<file path="config.mk">
export PLATFORM = sky130hd
export DESIGN_NAME = spike_rate_encoder_flat
export DESIGN_NICKNAME = d
export VERILOG_FILES = /design/src/rtl/spike_rate_encoder_if.sv /design/src/rtl/spike_rate_encoder.sv /design/src/flat_wrapper.sv
export SDC_FILE = /design/constraint.sdc
export NUM_CORES = 1
export LEC_CHECK = 0
export ABC_AREA = 1
export CAP_MARGIN = 20
export CELL_PAD_IN_SITES_DETAIL_PLACEMENT = 1
export CELL_PAD_IN_SITES_GLOBAL_PLACEMENT = 1
export CORE_ASPECT_RATIO = 1.4
export CORE_MARGIN = 4
export CORE_UTILIZATION = 27
export CTS_CLUSTER_SIZE = 10
export DETAILED_ROUTE_END_ITERATION = 12
export PLACE_DENSITY_LB_ADDON = 0.05
export SKIP_LAST_GASP = 1
export SLEW_MARGIN = 25
export SYNTH_ARGS = -nofsm -noshare
export SYNTH_HDL_FRONTEND = slang
export SYNTH_SLANG_ARGS = --single-unit
</file>
<file path="constraint.sdc">
create_clock -name clk -period 7.1 [get_ports clk]
set_clock_uncertainty 0.2 [all_clocks]
set_input_delay 1.42 -clock clk [delete_from_list [all_inputs] [get_ports clk]]
set_output_delay 1.42 -clock clk [all_outputs]
set_load 0.01 [all_outputs]
</file>
<file path="src/rtl/spike_rate_encoder_if.sv">
// Spike encoder control/observation bundle.
// master drives en/rate; slave is the encoder.
interface spike_rate_encoder_if;
    logic       en;
    logic [7:0] rate;
    logic       spike;
    logic [1:0] state;
    logic [7:0] counter;
    logic [7:0] spike_count;
    logic       window_done;

    modport master (
        output en,
        output rate,
        input  spike,
        input  state,
        input  counter,
        input  spike_count,
        input  window_done
    );

    modport slave (
        input  en,
        input  rate,
        output spike,
        output state,
        output counter,
        output spike_count,
        output window_done
    );
endinterface

</file>
<file path="src/rtl/spike_rate_encoder.sv">
// Rate-to-spike encoder with refractory hold-off and windowed tally.
// SPIKE_LFSR_EN selects stochastic (LFSR) firing instead of the accumulator.
module spike_rate_encoder #(
    parameter int unsigned REFRACT   = 2,
    parameter int unsigned WIN_BITS  = 4,
    parameter logic [7:0]  LFSR_SEED = 8'hA5
) (
    input logic            clk,
    input logic            rst,
    spike_rate_encoder_if.slave bus
);

    typedef enum logic [1:0] {
        IDLE = 2'd0,
        RUN  = 2'd1,
        REFR = 2'd2
    } state_t;

    localparam logic [3:0] R_LOAD =
        (REFRACT == 0) ? 4'd0 : 4'(REFRACT - 1);
    localparam logic [WIN_BITS-1:0] WIN_ONE = 1;

    if (REFRACT > 15) begin : g_bad_refract
        $error("REFRACT out of range");
    end
    if (WIN_BITS < 1 || WIN_BITS > 8) begin : g_bad_win
        $error("WIN_BITS out of range");
    end
    if (LFSR_SEED == 8'h00) begin : g_bad_seed
        $error("LFSR_SEED must be non-zero");
    end

    state_t              st;
    logic [7:0]          acc;
    logic [WIN_BITS-1:0] win_cnt;
    logic [7:0]          tally;
    logic [3:0]          rcnt;
    logic                spike_q;
    logic                wd_q;
    logic [7:0]          sc_q;

    logic                fire;
    logic [7:0]          acc_nxt;
    logic [7:0]          tally_nxt;
    logic                win_last;

`ifdef SPIKE_LFSR_EN
    logic [7:0] lfsr;
    logic [7:0] lfsr_nxt;

    // Right-shift Galois form of x^8+x^6+x^5+x^4+1.
    always_comb begin
        lfsr_nxt = {1'b0, lfsr[7:1]};
        if (lfsr[0])
            lfsr_nxt = lfsr_nxt ^ 8'hB8;
    end

    always_comb begin
        fire    = (st == RUN) && (lfsr < bus.rate);
        acc_nxt = 8'h00;
    end

    always_ff @(posedge clk or posedge rst) begin
        if (rst)
            lfsr <= LFSR_SEED;
        else if (st == RUN && bus.en)
            lfsr <= lfsr_nxt;
    end
`else
    logic [8:0] sum;

    always_comb begin
        sum     = {1'b0, acc} + {1'b0, bus.rate};
        fire    = (st == RUN) && sum[8];
        acc_nxt = sum[7:0];
    end
`endif

    always_comb begin
        tally_nxt = (tally == 8'hFF) ? 8'hFF
                                     : tally + {7'b0, fire};
        win_last  = &win_cnt;
    end

    always_ff @(posedge clk or posedge rst) begin
        if (rst) begin
            st      <= IDLE;
            acc     <= 8'h00;
            win_cnt <= '0;
            tally   <= 8'h00;
            rcnt    <= 4'd0;
            spike_q <= 1'b0;
            wd_q    <= 1'b0;
            sc_q    <= 8'h00;
        end else begin
            spike_q <= 1'b0;
            wd_q    <= 1'b0;
            if (!bus.en || st == IDLE) begin
                // Entering RUN also starts from a clean window.
                st      <= bus.en ? RUN : IDLE;
                acc     <= 8'h00;
                win_cnt <= '0;
                tally   <= 8'h00;
                rcnt    <= 4'd0;
            end else begin
                win_cnt <= win_cnt + WIN_ONE;
                if (win_last) begin
                    sc_q  <= tally_nxt;
                    tally <= 8'h00;
                    wd_q  <= 1'b1;
                end else begin
                    tally <= tally_nxt;
                end
                unique case (st)
                    RUN: begin
                        acc     <= acc_nxt;
                        spike_q <= fire;
                        if (fire && REFRACT != 0) begin
                            st   <= REFR;
                            rcnt <= R_LOAD;
                        end
                    end
                    REFR: begin
                        if (rcnt == 4'd0)
                            st <= RUN;
                        else
                            rcnt <= rcnt - 4'd1;
                    end
                    default: st <= IDLE;
                endcase
            end
        end
    end

    assign bus.spike       = spike_q;
    assign bus.state       = st;
    assign bus.counter     = 8'(win_cnt);
    assign bus.spike_count = sc_q;
    assign bus.window_done = wd_q;

endmodule

</file>
<file path="src/flat_wrapper.sv">
// flat-port wrapper written by rule: the top's interface ports become plain ports
module spike_rate_encoder_flat 
#(
    parameter int unsigned REFRACT   = 2,
    parameter int unsigned WIN_BITS  = 4,
    parameter logic [7:0]  LFSR_SEED = 8'hA5
)
  (clk, rst, bus_en, bus_rate, bus_spike, bus_state, bus_counter, bus_spike_count, bus_window_done);
  spike_rate_encoder_if bus_i ();
  input logic clk;
  input logic rst;
  input wire logic [$bits(bus_i.en)-1:0] bus_en;
  input wire logic [$bits(bus_i.rate)-1:0] bus_rate;
  output wire logic [$bits(bus_i.spike)-1:0] bus_spike;
  output wire logic [$bits(bus_i.state)-1:0] bus_state;
  output wire logic [$bits(bus_i.counter)-1:0] bus_counter;
  output wire logic [$bits(bus_i.spike_count)-1:0] bus_spike_count;
  output wire logic [$bits(bus_i.window_done)-1:0] bus_window_done;
  assign bus_i.en = bus_en;
  assign bus_i.rate = bus_rate;
  assign bus_spike = bus_i.spike;
  assign bus_state = bus_i.state;
  assign bus_counter = bus_i.counter;
  assign bus_spike_count = bus_i.spike_count;
  assign bus_window_done = bus_i.window_done;
  spike_rate_encoder #(.REFRACT(REFRACT), .WIN_BITS(WIN_BITS), .LFSR_SEED(LFSR_SEED)) u_core (.clk(clk), .rst(rst), .bus(bus_i));
endmodule
</file>
== Word level (Yosys, flattened, before mapping) ==
Index checks and enable logic that the tools add are counted.

* $add $sub $neg: 4
* Equality and inequality tests: 6
* Multiplexer cells: 19
* Bitwise logic cells: 1
* Reductions and logical operators: 11

{| class="wikitable"
|+ Operator list
! cell !! count
|-
| 2-to-1 mux 8 bit || 5
|-
| 2-to-1 mux 4 bit || 4
|-
| adder 8 x 8 -> 9 bit || 1
|-
| adder 8 x 1 -> 8 bit || 1
|-
| equality test 8 bit (second input constant) || 1
|-
| case mux 4 bit (2 select lines) || 1
|-
| 2-to-1 mux 2 bit || 3
|-
| != test 3 x 2 -> 1 bit (second input constant) || 2
|-
| 2-to-1 mux 1 bit || 5
|-
| AND reduction 5 bit || 1
|-
| adder 4 x 1 -> 4 bit (second input constant) || 1
|-
| zero test 4 bit || 1
|-
| case mux 2 bit (2 select lines) || 1
|-
| AND reduction 4 bit || 1
|-
| subtractor 4 x 1 -> 4 bit (second input constant) || 1
|-
| != test 3 x 1 -> 1 bit (second input constant) || 1
|-
| AND reduction 3 bit || 1
|-
| nonzero test 3 bit || 1
|-
| equality test 2 x 1 -> 1 bit (second input constant) || 1
|-
| equality test 2 bit (second input constant) || 1
|-
| zero test 2 bit || 1
|-
| AND reduction 2 bit || 1
|-
| nonzero test 2 bit || 1
|-
| logical AND 1 bit || 1
|-
| 3 further kinds || 3
|}

* Register bits: 36
* Input bits: 11
* Output and inout bits: 20

== Logic depth before layout (Yosys ltp) ==
Gate-level depths: netlist of run 1.

* Depth after elaboration: 6
* Mapped depth: 16
* Depth with buffers taken out: 16

== Least setup slack after synthesis of run 1 ==
Ideal clock, no wire load.

* Path type: input to register
* From: input bus_rate[0]
* To: register u_core.sc_q[4], in the netlist u_core.bus.spike_count[4]
* Arrival time: 3.190 ns
* Slack: 3.587 ns
* Stages on the path: 14
* Cells stage by stage: ha_1 inv_1 fa_1 inv_1 nand2_1 nand2_1 nand3_1 a21oi_1 ha_1 ha_1 nand3_1 xnor2_1 nor2_1 o21ai_1

* Cells in the longest elaborated chain, start to end: 4

{| class="wikitable"
|+ Ends and longest elaborated chain
! item !! line !! text
|-
| from (decl) || flat_wrapper.sv:13 || <nowiki>input wire logic [$bits(bus_i.rate)-1:0] bus_rate;</nowiki>
|-
| adder 8 x 8 -> 9 bit || spike_rate_encoder.sv:73 || <nowiki>sum = {1'b0, acc} + {1'b0, bus.rate};</nowiki>
|-
| logical AND 1 bit || spike_rate_encoder.sv:74 || <nowiki>fire = (st == RUN) && sum[8];</nowiki>
|-
| adder 8 x 1 -> 8 bit || spike_rate_encoder.sv:81 || <nowiki>: tally + {7'b0, fire};</nowiki>
|-
| 2-to-1 mux 8 bit || spike_rate_encoder.sv:80 || <nowiki>tally_nxt = (tally == 8'hFF) ? 8'hFF</nowiki>
|-
| to (signal assigned) || spike_rate_encoder.sv:108 || <nowiki>sc_q <= tally_nxt;</nowiki>
|-
| to (decl) || spike_rate_encoder.sv:40 || <nowiki>logic [7:0] sc_q;</nowiki>
|}

Every way passes these cells.
A chain may end at the register's enable or synchronous reset.

== Worst setup path after layout of run 1 ==
* From: input bus_rate[0]
* To: register u_core.tally[5]

* Cells in the longest elaborated chain, start to end: 6

{| class="wikitable"
|+ Ends and longest elaborated chain
! item !! line !! text
|-
| adder 8 x 8 -> 9 bit || spike_rate_encoder.sv:73 ||
|-
| logical AND 1 bit || spike_rate_encoder.sv:74 ||
|-
| adder 8 x 1 -> 8 bit || spike_rate_encoder.sv:81 ||
|-
| 2-to-1 mux 8 bit || spike_rate_encoder.sv:80 ||
|-
| 2-to-1 mux 8 bit || spike_rate_encoder.sv:107 || <nowiki>if (win_last) begin</nowiki>
|-
| 2-to-1 mux 8 bit || spike_rate_encoder.sv:98 || <nowiki>if (!bus.en || st == IDLE) begin</nowiki>
|-
| to (signal assigned) || spike_rate_encoder.sv:112 || <nowiki>tally <= tally_nxt;</nowiki>
|-
| to (decl) || spike_rate_encoder.sv:36 || <nowiki>logic [7:0] tally;</nowiki>
|}

Every way passes these cells.

==> flow_summary.toml, run 1 <==
[status]
outcome = "finished, final reports clean"

[drt]
drc = 0
drt_iter0_markers = 30
via_count = 1680
vias_per_cell = 4.48
wl_mm = 4.84
routedWlPerCell_um = 12.9
ant_nets = 0
drt_pass1_iterations = 4

[die]
die-area_sq_mm = 0.00894
num_rows = 37
fp.dieW_um = 81.1
start_util = 0.276
die_h_um = 110
coreArea_sq_mm = 0.00731
num_io_pins = 31

[cts]
clkSlewWorstSetupHoldPaths_ps = 70
clock-root-buffer = "clkbuf_8"
cts.sinks = 36
cts.repair.resized = 0
insertion_delay_ps = 280
cts_buffer_depth = 2
post-cts-setup-buffer-count = 0
cts_tree = "built"
numCtsBuffers = 5
htree_num_levels = 2
hold_buffers = 0

[worst_setup_path]
crit_path_start_kind = "primary input"
crit_type = "in -> reg"
cp_slowest_cell = "clkdlybuf4s50_1"
critPathRequiredTime_ps = 7080
cp_top_family = "simple AND/OR/NAND/NOR gates"
cp_common_cell = "nand2_1"
cp_max_fo = 4
crit_arrival_ps = 3960
path_cells = "clkdlybuf4s50_1 > ha_1 > inv_1 > fa_1 > inv_1 > nand2_1 > nand2_1 > nand3_1 > a21oi_1 > ha_1 > nand3_1 > nor2_1 > xor2_1 > nand2_1 > nand2_1 > inv_1"
crit_path_max_incr_delay_ps = 460
crit_buf_inv = 4
cp-end-kind = "register"

[global_routing]
antenna_found_initial = 0
use_met3 = 0.0244
use_met1 = 0.140
met2_usage = 0.219
grt.busiest_layer = "met2"
grt_pass1_vias = 1712
grt_max_degree = 37
grt_pass1_wl_mm = 8.30
grt_overflow = 0
track_usage = 0.122

[sta]
rsz0062_at_grt = "false"
fmax_ghz = 0.251
drv_slew = 0
setup_viol = 0
layout_min_cycle_time_ps = 3980
hold_viol_final = 0
whs_ps = 282
worst_slack_ps = 3120
fin_crit_sh = 0.560
setup_tns_ps = 0

[pwr]
powerDensity_mw_per_mm2 = 249
seq_power_share = 0.408
clkPwrFrac = 0.262
power_switching_mw = 0.220
leakagePower_nw = 1.25
p_int_mw = 0.394
combPwrFrac = 0.330
switching_share = 0.358
ir_drop_mv = 0.121
finalPower_mw = 0.615

[placement]
gp_congestion = 0.773
place_ws_ps = 2810
hpwl_mm = 3.83
port_buffers = 26

[final_layout]
diodes = 0
final_common_cell = "nand2_1"
syn2layout_area_growth_pct = 22.6
final_nets = 302
fin_util = 0.338
layout_common_cells = "nand2_1, dfrtp_1, inv_1"
drive_gt1_frac = 0.0827

[synthesis]
async_flop_share = 1.00
synth-edff-count = 0
synthFlopType = "dfrtp_1"
synthTopCellsByArea = "dfrtp_1, nand2_1, ha_1"
ys_warn_count = 0
synth.avg_cell_area_sq_um = 8.20
synth.top_cell.area_share = 0.446
yosys_register_bits = 36
ys_seq_area_frac = 0.446
syn-cell-area_sq_mm = 0.00202
ys_types = 32
synthCells = 246
yosys.area.top_type = "dfrtp_1"

[min_path]
hp-class = "reg -> reg"

[flow_run]
drv_cap = 0
==> cell usage after synthesis (2+ instances only) <==
cell,n
a21oi_1,10
a31oi_1,7
buf_4,4
dfrtp_1,36
ha_1,12
inv_1,30
inv_2,6
nand2_1,61
nand2_2,2
nand3_1,18
nand3_2,2
nand4_1,4
nor2_1,21
nor2_2,2
o21ai_0,2
o21ai_1,8
or2_1,2
xnor2_1,2
xor2_1,4
==> flip-flops by register name, indices dropped and copies added, names as in the netlist <==
register                count
u_core.win_cnt              4
u_core.bus.spike_count      8
u_core.acc                  8
u_core.bus.spike            1
u_core.bus.window_done      1
u_core.rcnt                 4
u_core.bus.state            2
u_core.tally                8
==> stage by stage <==
stage                     area, sq um  instances
after floorplan                  2030        249
after global placement           2380        368
after detailed placement         2380        368
after CTS                        2470        375
after global routing             2470        375
final                            2470        375
==> worst reg2reg max path: cells and delay by family, from the launching register on <==
family	cells	cell delay [ps]
and+or+nand+nor	7	770
adders and majority gates	3	700
AOI/OAI and AO/OA	1	180
DFF	1	350
buffers and inverters	3	180
xor gates and xnor gates	1	230
==> area by class of cell <==
| type | count | area [sq um] |
|---|---|---|
| fill | 927 | 4840 |
| inverter | 36 | 135 |
| tap | 97 | 121 |
| clock buffer | 7 | 96.3 |
| multi-input combinational | 172 | 952 |
| timing repair buffer | 27 | 268 |
| sequential | 36 | 901 |
==> power groups by stage <==
stage / combinational [mW] / clock [mW] / sequential [mW]
finish: 0.203 / 0.161 / 0.251
global route: 0.237 / 0.181 / 0.254
global placement: 0.209 / 0 / 0.256
detailed placement: 0.209 / 0 / 0.255
floorplan: 0.141 / 0 / 0.253
CTS: 0.210 / 0.171 / 0.252
==> logic make-up after synthesis <==
logic type	after synthesis	share of synthesized area
AO/OA/AOI/OAI	31	0.0874
XOR/XNOR	6	0.0260
adder cells (fa/ha/maj)	13	0.0843
buffers and inverters	41	0.0874
flip-flops	36	0.446
other	1	0.00186
AND/OR/NAND/NOR	118	0.267
==> routing by layer <==
metal  vias up  wire (um)  share of wire
met5         -          0              0
met4         0        121          0.025
met3         9        147          0.030
met2        27       2550           0.53
met1       795       2020           0.42
li1        849          -              -
==> final timing paths <==
check                               start                        end  slack, ps  cells past startpoint
setup / recovery              bus_rate[0]            u_core.tally[5]       3120                     16
hold / removal             u_core.rcnt[1]             u_core.rcnt[1]        280                      2
setup reg to reg            u_core.acc[0]            u_core.tally[5]       4370                     15
hold reg to reg            u_core.rcnt[1]             u_core.rcnt[1]        280                      2
max in group asynchronous             rst  u_core.bus.spike_count[0]       5000                      3
min in group asynchronous             rst            u_core.tally[6]       1360                      3
No activity file was read; power rests on OpenSTA's default activity.
==> run 2: changes to the inputs <==
Clock period 7.1 ns to 3.6 ns, I/O delays scaled along.
==> run 2 against run 1 <==
Core utilization up 0.26 points. Flip-flop and latch count unchanged. Sequential share of layout area down 0.27 points. Register-to-register slack worse by 3400 ps. Clock power up 120%.
==> flow_summary.toml, run 2 (synthesis results as in run 1) <==
[placement]
dpl_cell_area_sq_mm = 0.00238
gp_congestion = 0.765
port_buffers = 26
hpwl_mm = 3.92
dp.cells = 369

[worst_setup_path]
crit_arrival_ps = 3170
crit_type = "in -> reg"
cp_max_fo = 3
cp-end-kind = "register"
crit_path_start_kind = "primary input"
critPathRequiredTime_ps = 3590

[pwr]
power_switching_mw = 0.440
seq_power_share = 0.393
p_int_mw = 0.819
switching_share = 0.349
combPwrFrac = 0.323
ir_drop_mv = 0.178
powerDensity_mw_per_mm2 = 505
clkPwrFrac = 0.284
leakagePower_nw = 1.26

[global_routing]
track_usage = 0.128
antenna_found_initial = 0
grt_pass1_vias = 1778
grt_pass1_wl_mm = 8.65
grt_overflow = 0
grt_max_degree = 37

[die]
die-area_sq_mm = 0.00894
start_util = 0.276
num_io_pins = 31
die_h_um = 110
num_rows = 37
coreArea_sq_mm = 0.00731
fp.dieW_um = 81.1

[final_layout]
syn2layout_area_growth_pct = 23.5
design_area_sq_mm = 0.00249
final_nets = 303
final_common_cell = "nand2_1"
layout_common_cells = "nand2_1, dfrtp_1, inv_1"
fin_cells = 377
drive_gt1_frac = 0.0857
diodes = 0

[flow_run]
drv_cap = 0

[drt]
drt_iter0_markers = 33
via_count = 1657
wl_mm = 4.92
vias_per_cell = 4.40
ant_nets = 0
drt_pass1_iterations = 4
routedWlPerCell_um = 13.0
drc = 0

[cts]
numCtsBuffers = 5
cts_tree = "built"
clock-root-buffer = "clkbuf_8"
post-cts-setup-buffer-count = 0
cts_buffer_depth = 2
hold_buffers = 0
cts.sinks = 36
clkSlewWorstSetupHoldPaths_ps = 80
cts.repair.resized = 0
insertion_delay_ps = 280
htree_num_levels = 2

[sta]
layout_min_cycle_time_ps = 3190
setup_tns_ps = 0
whs_ps = 283
hold_viol_final = 0
setup_viol = 0
drv_slew = 0
rsz0062_at_grt = "false"
fin_crit_sh = 0.885
fmax_ghz = 0.314

[status]
outcome = "finished, final reports clean"

[min_path]
hp-class = "reg -> reg"
==> run 2: cell count changes in the layout (fill, tap and decap cells not counted), sizes merged <==
| cell | change |
|---|---|
| buf | +1 |
| bufinv | +1 |
| clkbuf | -1 |
| clkinv | +1 |
==> run 2: metrics by stage <==
| stage | worst slack [ps] | util | power (mW) |
|---|---|---|---|
| after floorplan | 787 | - | 0.778 |
| after global placement | 110 | 0.326 | 0.922 |
| after detailed placement | 70.5 | 0.326 | 0.924 |
| after CTS | 381 | 0.341 | 1.29 |
| after global routing | 19.2 | 0.341 | 1.38 |
| final | 413 | 0.341 | 1.26 |
==> run 2: worst max-delay path: stages <==
cell and delay [ps]:
clkdlybuf4s50_1 460, ha_1 160, inv_1 60, fa_1 350
inv_1 80, nand2_1 70, nand2_1 90, nand3_1 110
a21oi_1 190, ha_1 190, nand3_1 110, nor2_1 220
xor2_1 210, nand2_1 70, nand2_1 60, inv_1 40
==> run 2: layout make-up <==
| cell class | instances | area (sq um) |
|---|---|---|
| fillers | 929 | 4820 |
| repair buffers | 28 | 275 |
| clock inverters | 2 | 35.0 |
| well taps | 97 | 121 |
| clock buffers | 6 | 72.6 |
| inverters | 36 | 135 |
| flip-flops and latches | 36 | 901 |
| multi-input cells | 172 | 952 |
==> run 2: path summary, 6_finish.rpt <==
kind / slack [ps] / cells past startpoint / startpoint / to
setup / recovery: 410 / 16 / bus_rate[0] / u_core.tally[5]
hold / removal: 280 / 2 / u_core.rcnt[3] / u_core.rcnt[3]
setup reg to reg: 960 / 15 / u_core.acc[0] / u_core.tally[5]
hold reg to reg: 280 / 2 / u_core.rcnt[3] / u_core.rcnt[3]
max in group asynchronous: 2210 / 3 / rst / u_core.acc[3]
min in group asynchronous: 660 / 3 / rst / u_core.bus.spike_count[6]
==> run 2: layer usage <==
metal | up-vias | global-route usage | routed length [um]
li1 | 848 | - | -
met1 | 783 | 0.148 | 2050
met2 | 21 | 0.233 | 2660
met3 | 5 | 0.0228 | 139
met4 | 0 | 0.0435 | 72
met5 | - | 0 | 0
==> run 2: power groups by stage <==
stage	logic [mW]	clock network, mW	registers [mW]
final	0.406	0.358	0.494
after global routing	0.482	0.396	0.504
after CTS	0.421	0.374	0.497
after detailed placement	0.420	0	0.505
after global placement	0.418	0	0.504
after floorplan	0.279	0	0.499
==> run 3: changes to the inputs <==
Settings changed: HOLD_SLACK_MARGIN set to 0.05, SETUP_SLACK_MARGIN set to 0.02.
==> run 3 against run 2 <==
Worst setup slack better by 6.5 ps. Critical path depth shrank 1. Largest cell class unchanged. Fmax up 0.20%. Sequential share of layout area barely moved. Core utilization is essentially flat. Total power is essentially flat. Critical path type unchanged. Combinational power barely moved. Wire length about the same.
==> flow_summary.toml, run 3 (synthesis results as in run 1) <==
[status]
outcome = "finished, final reports clean"

[die]
fp.dieW_um = 81.1
die_h_um = 110
die-area_sq_mm = 0.00894
num_rows = 37
num_io_pins = 31
start_util = 0.276
coreArea_sq_mm = 0.00731

[cts]
numCtsBuffers = 5
htree_num_levels = 2
clock-root-buffer = "clkbuf_8"
cts_tree = "built"
clkSlewWorstSetupHoldPaths_ps = 80
cts_buffer_depth = 2
insertion_delay_ps = 280
cts.sinks = 36

[worst_setup_path]
cp-end-kind = "register"
cp_max_fo = 4
path_cells = "clkdlybuf4s50_1 > ha_1 > inv_1 > fa_1 > inv_1 > nand2_1 > nand2_1 > nand3_1 > a21oi_1 > ha_1 > ha_1 > nand3_1 > xnor2_1 > nor2_1 > o21ai_1"
critPathRequiredTime_ps = 3580
crit_arrival_ps = 3160
cp_slowest_cell = "clkdlybuf4s50_1"
crit_path_start_kind = "primary input"
cp_top_family = "adder cells"
crit_path_max_incr_delay_ps = 460
crit_type = "in -> reg"
cp_common_cell = "ha_1"
crit_buf_inv = 3

[drt]
drt_pass1_iterations = 4
via_count = 1656
drc = 0
ant_nets = 0
wl_mm = 4.92
vias_per_cell = 4.39
routedWlPerCell_um = 13.1
drt_iter0_markers = 33

[placement]
hpwl_mm = 3.92
gp_congestion = 0.765
place_ws_ps = 70.5
port_buffers = 26

[final_layout]
drive_gt1_frac = 0.0893
diodes = 0
final_common_cell = "nand2_1"
layout_common_cells = "nand2_1, dfrtp_1, inv_1"
nFillCells = 928
syn2layout_area_growth_pct = 23.6
final_nets = 303

[global_routing]
grt_pass1_wl_mm = 8.65
antenna_found_initial = 0
grt_max_degree = 37
grt_overflow = 0
track_usage = 0.128
grt_pass1_vias = 1778

[sta]
layout_min_cycle_time_ps = 3180
fmax_ghz = 0.314
drv_slew = 0
rsz0062_at_grt = "false"
fin_crit_sh = 0.883
setup_viol = 0
setup_tns_ps = 0
worst_slack_ps = 420
hold_viol_final = 0
whs_ps = 283

[pwr]
powerDensity_mw_per_mm2 = 504
ir_drop_mv = 0.178
leakagePower_nw = 1.26

[min_path]
hp-class = "reg -> reg"

[flow_run]
drv_cap = 0
==> run 3: cell count changes in the layout (fill, tap and decap cells not counted) <==
| cell | change |
|---|---|
| nor2_1 | -1 |
| nor2_2 | +1 |
==> run 3: per-layer routing <==
layer / share of wire / GRT usage
met2: 0.54 / 0.233
met4: 0.015 / 0.0435
met3: 0.028 / 0.0228
met1: 0.42 / 0.148
met5: 0 / 0
==> run 3: cell type report <==
| type | count | area (sq um) | area share |
|---|---|---|---|
| inverter | 36 | 135 | 0.0542 |
| clock inverter | 2 | 35.0 | 0.0140 |
| multi-input combinational | 172 | 955 | 0.383 |
| tap | 97 | 121 | 0.0486 |
| sequential | 36 | 901 | 0.361 |
| timing repair buffer | 28 | 275 | 0.110 |
| clock buffer | 6 | 72.6 | 0.0291 |
==> run 3: what timing repair did <==
action | in CTS | in global routing
hold buffers | 0 | 0
buffers inserted | 0 | 0
hold endpoints to repair | 0 | 0
resized for setup | 0 | 1
setup endpoints to repair | 0 | 1
==> run 3: where the power goes <==
group          internal, mW  switching, mW
Clock                 0.206          0.152
Combinational         0.160          0.246
Sequential            0.453         0.0418
Total                 0.819          0.439
==> run 3: worst paths after layout <==
| check | from | cells past startpoint | endpoint | slack [ps] |
|---|---|---|---|---|
| min in group asynchronous | rst | 3 | u_core.bus.spike_count[6] | 660 |
| worst max-delay path | bus_rate[0] | 15 | u_core.bus.spike_count[4] | 420 |
| worst max register to register | u_core.acc[0] | 14 | u_core.bus.spike_count[4] | 960 |
| max in group asynchronous | rst | 3 | u_core.acc[3] | 2210 |
| worst min register to register | u_core.rcnt[3] | 2 | u_core.rcnt[3] | 280 |
| worst min-delay path | u_core.rcnt[3] | 2 | u_core.rcnt[3] | 280 |
==> run 3: worst min-delay path, delay by kind of cell, from the launching register on <==
| kind | cells | cell delay (ps) |
|---|---|---|
| flops | 1 | 350 |
| simple gates | 2 | 100 |
==> run 3: per-stage QoR <==
step,instance area (sq um),std cells,total power [mW],utilization
after floorplan,2030,249,0.778,-
after CTS,2490,377,1.29,0.341
final,2490,377,1.26,0.341
after detailed placement,2380,369,0.924,0.326
after global routing,2490,377,1.38,0.341
after global placement,2380,369,0.922,0.326
